$ cat src/rtl/cpu_types_pkg.sv
// Shared CPU datapath types and pipeline-buffer constants.
// The MEM/WB bundle width is derived from the packed struct, so it follows any field change.
package cpu_types_pkg;

  typedef logic [31:0] word_t;
  typedef logic [4:0]  regbits;

  typedef enum logic [6:0] {
    OP_LOAD   = 7'h03,
    OP_OPIMM  = 7'h13,
    OP_STORE  = 7'h23,
    OP_OP     = 7'h33,
    OP_BRANCH = 7'h63,
    OP_JAL    = 7'h6F
  } opcode_t;

  typedef struct packed {
    logic   reg_write;
    logic   mem_to_reg;
    word_t  alu_result;
    word_t  load_data;
    regbits rd;
    word_t  pc_plus4;
  } mem_wb_t;

  localparam int PIPE_BUF_DEPTH_DEFAULT = 2;
  localparam int MEM_WB_W               = $bits(mem_wb_t);

endpackage

$ cat src/rtl/pipe_buf_ram.sv
// DEPTH x WIDTH register array with one write port and a combinational read port.
// Reset clears the whole array.
module pipe_buf_ram #(
  parameter int WIDTH = 32,
  parameter int DEPTH = 2,
  parameter int AW    = $clog2(DEPTH)
) (
  input  logic             CLK,
  input  logic             RST,
  input  logic             we,
  input  logic [AW-1:0]    waddr,
  input  logic [WIDTH-1:0] wdata,
  input  logic [AW-1:0]    raddr,
  output logic [WIDTH-1:0] rdata
);

  logic [WIDTH-1:0] mem_q [DEPTH];
  logic [WIDTH-1:0] mem_d [DEPTH];

  always_comb begin
    mem_d = mem_q;
    if (we) mem_d[waddr] = wdata;
  end

  always_ff @(posedge CLK or posedge RST) begin
    if (RST) begin
      for (int i = 0; i < DEPTH; i++) mem_q[i] <= '0;
    end else begin
      mem_q <= mem_d;
    end
  end

  assign rdata = mem_q[raddr];

endmodule

$ cat src/rtl/pipe_stage_buf.sv
// Elastic inter-stage buffer: DEPTH-entry FIFO with valid/ready, freeze, flush,
// occupancy output and a saturating count of entries discarded by flush.
module pipe_stage_buf
  import cpu_types_pkg::*;
#(
  parameter int WIDTH = 32,
  parameter int DEPTH = PIPE_BUF_DEPTH_DEFAULT,
  parameter int CNT_W = 8
) (
  input  logic                       CLK,
  input  logic                       RST,
  input  logic                       enable,
  input  logic                       flush,
  input  logic                       in_valid,
  output logic                       in_ready,
  input  logic [WIDTH-1:0]           in_data,
  output logic                       out_valid,
  input  logic                       out_ready,
  output logic [WIDTH-1:0]           out_data,
  output logic [$clog2(DEPTH+1)-1:0] occupancy,
  output logic [CNT_W-1:0]           drop_cnt
);

  localparam int AW    = $clog2(DEPTH);
  localparam int OCC_W = $clog2(DEPTH+1);
  localparam logic [OCC_W-1:0] FULL = OCC_W'(DEPTH);

  logic [AW-1:0]    head_q, head_d, tail_q, tail_d;
  logic [OCC_W-1:0] occ_q, occ_d;
  logic [CNT_W-1:0] drop_q, drop_d;
  logic             push, pop;
  logic [WIDTH-1:0] rdata;

  function automatic logic [CNT_W-1:0] sat_add(input logic [CNT_W-1:0] cnt,
                                                input logic [OCC_W-1:0] inc);
    logic [CNT_W:0] sum;
    sum = {1'b0, cnt} + (CNT_W+1)'(inc);
    return sum[CNT_W] ? {CNT_W{1'b1}} : sum[CNT_W-1:0];
  endfunction

  // RST gates in_ready so nothing is offered as accepted while reset is held.
  assign in_ready  = ~RST & enable & ~flush & (occ_q < FULL);
  assign out_valid = enable & (occ_q != '0);
  assign push      = in_valid & in_ready;
  assign pop       = out_valid & out_ready;
  assign out_data  = out_valid ? rdata : '0;
  assign occupancy = occ_q;
  assign drop_cnt  = drop_q;

  always_comb begin
    head_d = head_q;
    tail_d = tail_q;
    occ_d  = occ_q;
    drop_d = drop_q;
    if (flush) begin
      head_d = '0;
      tail_d = '0;
      occ_d  = '0;
      drop_d = sat_add(drop_q, occ_q - OCC_W'(pop));
    end else if (enable) begin
      if (push) tail_d = tail_q + AW'(1);
      if (pop)  head_d = head_q + AW'(1);
      if (push && !pop)      occ_d = occ_q + OCC_W'(1);
      else if (pop && !push) occ_d = occ_q - OCC_W'(1);
    end
  end

  always_ff @(posedge CLK or posedge RST) begin
    if (RST) begin
      head_q <= '0;
      tail_q <= '0;
      occ_q  <= '0;
      drop_q <= '0;
    end else begin
      head_q <= head_d;
      tail_q <= tail_d;
      occ_q  <= occ_d;
      drop_q <= drop_d;
    end
  end

  pipe_buf_ram #(
    .WIDTH (WIDTH),
    .DEPTH (DEPTH),
    .AW    (AW)
  ) u_ram (
    .CLK   (CLK),
    .RST   (RST),
    .we    (push),
    .waddr (tail_q),
    .wdata (in_data),
    .raddr (head_q),
    .rdata (rdata)
  );

endmodule

$ cat config.mk
export PLATFORM = sky130hd
export DESIGN_NAME = pipe_stage_buf
export DESIGN_NICKNAME = d
export VERILOG_FILES = /design/src/rtl/cpu_types_pkg.sv /design/src/rtl/pipe_buf_ram.sv /design/src/rtl/pipe_stage_buf.sv
export SDC_FILE = /design/constraint.sdc
export NUM_CORES = 1
export LEC_CHECK = 0
export ABC_AREA = 1
export CAP_MARGIN = 25
export CELL_PAD_IN_SITES_DETAIL_PLACEMENT = 1
export CELL_PAD_IN_SITES_GLOBAL_PLACEMENT = 2
export CORE_ASPECT_RATIO = 1.4
export CORE_UTILIZATION = 29
export CTS_BUF_LIST = sky130_fd_sc_hd__clkbuf_4 sky130_fd_sc_hd__clkbuf_8 sky130_fd_sc_hd__clkbuf_16
export DETAILED_ROUTE_END_ITERATION = 6
export GPL_ROUTABILITY_DRIVEN = 0
export HOLD_SLACK_MARGIN = 0.05
export PLACE_DENSITY = 0.77
export SLEW_MARGIN = 20
export SYNTH_ARGS = -nofsm -noshare
export SYNTH_HDL_FRONTEND = slang
export SYNTH_SLANG_ARGS = --single-unit
$ cat constraint.sdc
create_clock -name CLK -period 3.6 [get_ports CLK]
set_clock_uncertainty 0.05 [all_clocks]
set_input_delay 0.54 -clock CLK [delete_from_list [all_inputs] [get_ports CLK]]
set_output_delay 0.54 -clock CLK [all_outputs]
set_load 0.03 [all_outputs]
==> results.sh <==
export IMPL_cp_max_fo=35
export IMPL_die_y_um=137
export IMPL_route_vias_total=3363
export IMPL_multi_input_area_mm2=0.00145
export IMPL_nFillCells=1538
export IMPL_syn_nets=541
export IMPL_grt_use_total_pct=16.5
export IMPL_drt_iter0_drc=105
export IMPL_cp_data_required_time_ns=3.01
export IMPL_rsz0062_at_grt="false"
export IMPL_tns_ns=0
export IMPL_yosys_top_cells_area="dfrtp_1 (50%), nand2_1 (18%), o21ai_0 (9.8%)"
export IMPL_area_growth_pct=32.8
export IMPL_drt_total_wl_mm=10.2
export IMPL_cts_buffer_depth=2
export IMPL_min_period_ns=2.99
export IMPL_post_route_period_util_pct=82.9
export IMPL_worst_ir_drop_vdd_mv=0.260
export IMPL_cts_tree="done"
export IMPL_pwr_density_cell_mw_per_mm2=540
export IMPL_power_w=0.00272
export IMPL_grt_start_max_net_pins=67
export IMPL_fin_hold_ws_ns=0.380
export IMPL_yosys_warnings=0
export IMPL_avgSynthCellArea_um2=7.59
export IMPL_synth_cell_area_mm2=0.00379
export IMPL_hold_viol_final=0
export IMPL_post_cts_setup_buffers=0
export IMPL_drv_cap=0
export IMPL_cp_end_kind="output port"
export IMPL_clkSlewWorstSetupHoldPaths_ns=0.06
export IMPL_grt_pass1_wl_mm=17.3
export IMPL_drc=0
export IMPL_r2r_start="occupancy[0]"
export IMPL_outcome="finished clean"
export IMPL_met1_length_mm=4.50
export IMPL_yosysMostFrequentCell="nand2_1"
export IMPL_regArea_mm2=0.00190
export IMPL_setup_viol=0
export IMPL_timing_critical_path_from="head_q"
export IMPL_start_util_pct=29.6
export IMPL_synthCells=499
export IMPL_start_kind="flop"
export IMPL_slew_headroom_pct=42.9
export IMPL_worstSetupPathType="reg2out"
export IMPL_leakagePower_nw=2.56
export IMPL_worstReg2RegEnd="drop_cnt[1]"
export IMPL_cts_hold_buffers=0
export IMPL_wl_met2_mm=5.27
export IMPL_synth_edf_count=0
export IMPL_antenna_found_initial=0
export IMPL_rows=49
export IMPL_cts_sinks=76
export IMPL_reg2reg_depth=12
export IMPL_hpwl_mm=6.74
export IMPL_ys_types=25
export IMPL_ant_nets=0
export IMPL_cts_buffers=9
export IMPL_yosysTopAreaCellShare_pct=50.2
export IMPL_critPathArrivalTime_ns=2.40
export IMPL_wl_met3_um=356
export IMPL_routed_via_density=4.61
export IMPL_root_buffer="clkbuf_16"
export IMPL_drive_above_1_share_pct=5.72
export IMPL_worstMarginPinSlew_ns=0.856
export IMPL_clk_insertion_delay_late_ns=0.33
export IMPL_r2r_setup_slack_ns=1.03
export IMPL_core_mm2=0.0128
export IMPL_ys_ff_latch=76
export IMPL_grt_pass1_vias=3477
export IMPL_wl_per_cell_um=14.0
export IMPL_final_core_util_pct=39.3
export IMPL_htreeDepth=3
export IMPL_yosysTopAreaCell="dfrtp_1"
export IMPL_synthFlopType="dfrtp_1"
export IMPL_hold_path_class="in2async"
export IMPL_seq_area_frac_synth_pct=50.2
export IMPL_die_area_mm2=0.0135
export IMPL_drt_first_pass_iters=4
export IMPL_io_pin_count=82
export IMPL_fmax_mhz=335
export IMPL_grt_ovfl_total=0
export IMPL_cts_resized=0
export IMPL_die_x_um=98.6
export IMPL_nets=614
export IMPL_synth_async_reset_ratio_pct=100
export IMPL_port_buffers=81
export IMPL_slew_viol_final=0
export IMPL_routed_top_layer="met4"
export IMPL_synthTopCellsByCount="nand2_1 (180), dfrtp_1 (76), inv_1 (75)"
export IMPL_antenna_cells=0
report_power, final:
part | leakage, nW | internal [W] | switching (W) | total [W]
clock network | 0.152 | 0.000580 | 0.000348 | 0.000928
logic | 1.44 | 0.000267 | 0.000398 | 0.000665
registers | 0.968 | 0.00103 | 0.0000915 | 0.00112
layout by cell type, fill, tap and decap left out:
cell / n
a21oi_1: 3
buf_12: 2
buf_4: 6
bufinv_16: 1
clkbuf_16: 9
clkbuf_4: 1
clkbuf_8: 2
clkdlybuf4s50_1: 80
clkinv_2: 4
clkinvlp_4: 1
dfrtp_1: 75
dfrtp_2: 1
fa_1: 1
ha_1: 3
inv_1: 74
inv_2: 1
nand2_1: 180
nand2_2: 1
nand2_4: 1
nand3_1: 12
nand3b_1: 1
nor2_1: 7
nor2_4: 2
nor2_8: 1
nor4_1: 1
o21ai_0: 74
o21ai_1: 30
or3_1: 1
xor2_1: 2
area by class of cell:
type,instances,share of cell area [%]
clock buffers,12,5.17
clock inverters,4,0.945
inverters,77,5.79
multi-input cells,320,28.9
flip-flops and latches,76,37.8
well taps,153,3.80
repair buffers,88,17.6
logic make-up after synthesis:
| kind of cell | after synthesis | synth area share (%) |
|---|---|---|
| adder cells (fa/ha/maj) | 4 | 1.52 |
| AO/OA/AOI/OAI | 107 | 14.1 |
| buffers and inverters | 103 | 11.5 |
| AND/OR/NAND/NOR | 207 | 22.2 |
| flip-flops | 76 | 50.2 |
| XOR/XNOR | 2 | 0.462 |
metrics by stage:
step / cells / setup WS (ns) / instance area [um^2]
final: 730 / 0.615 / 5030
after global placement: 714 / 0.608 / 4720
after detailed placement: 714 / 0.578 / 4720
after CTS: 730 / 0.534 / 5030
after floorplan: 499 / 0.111 / 3790
after global routing: 730 / 0.426 / 5030
worst max-delay path, stage by stage (launching register included):
cell             delay, ns
dfrtp_2               0.74
buf_4                 0.32
nand2_1               0.07
o21ai_0               0.12
nand2_1               0.09
inv_1                 0.07
clkdlybuf4s50_1       0.66
how the worst max path moves through the flow:
| stage | end | depth (start not counted) |
|---|---|---|
| 6_report | out_data[4] | 6 |
| 5_1_grt | out_data[4] | 6 |
| 4_1_cts | out_data[4] | 6 |
| 3_5_place_dp | drop_cnt[1] | 11 |
| 3_3_place_gp | out_data[26] | 7 |
| 2_1_floorplan | u_ram.mem_q[32] | 7 |
flip-flops by register name (all words and copies together), names as in the netlist:
register / cells
tail_q: 1
occupancy: 2
head_q: 1
drop_cnt: 8
u_ram.mem_q: 64
layer usage:
metal  global-route usage (%)  vias to the layer above
met3                     4.41                        8
met5                        0                        -
met1                     19.8                     1627
li1                         -                     1681
met4                     4.73                        0
met2                     29.2                       47
No activity file was read; power rests on OpenSTA's default activity.
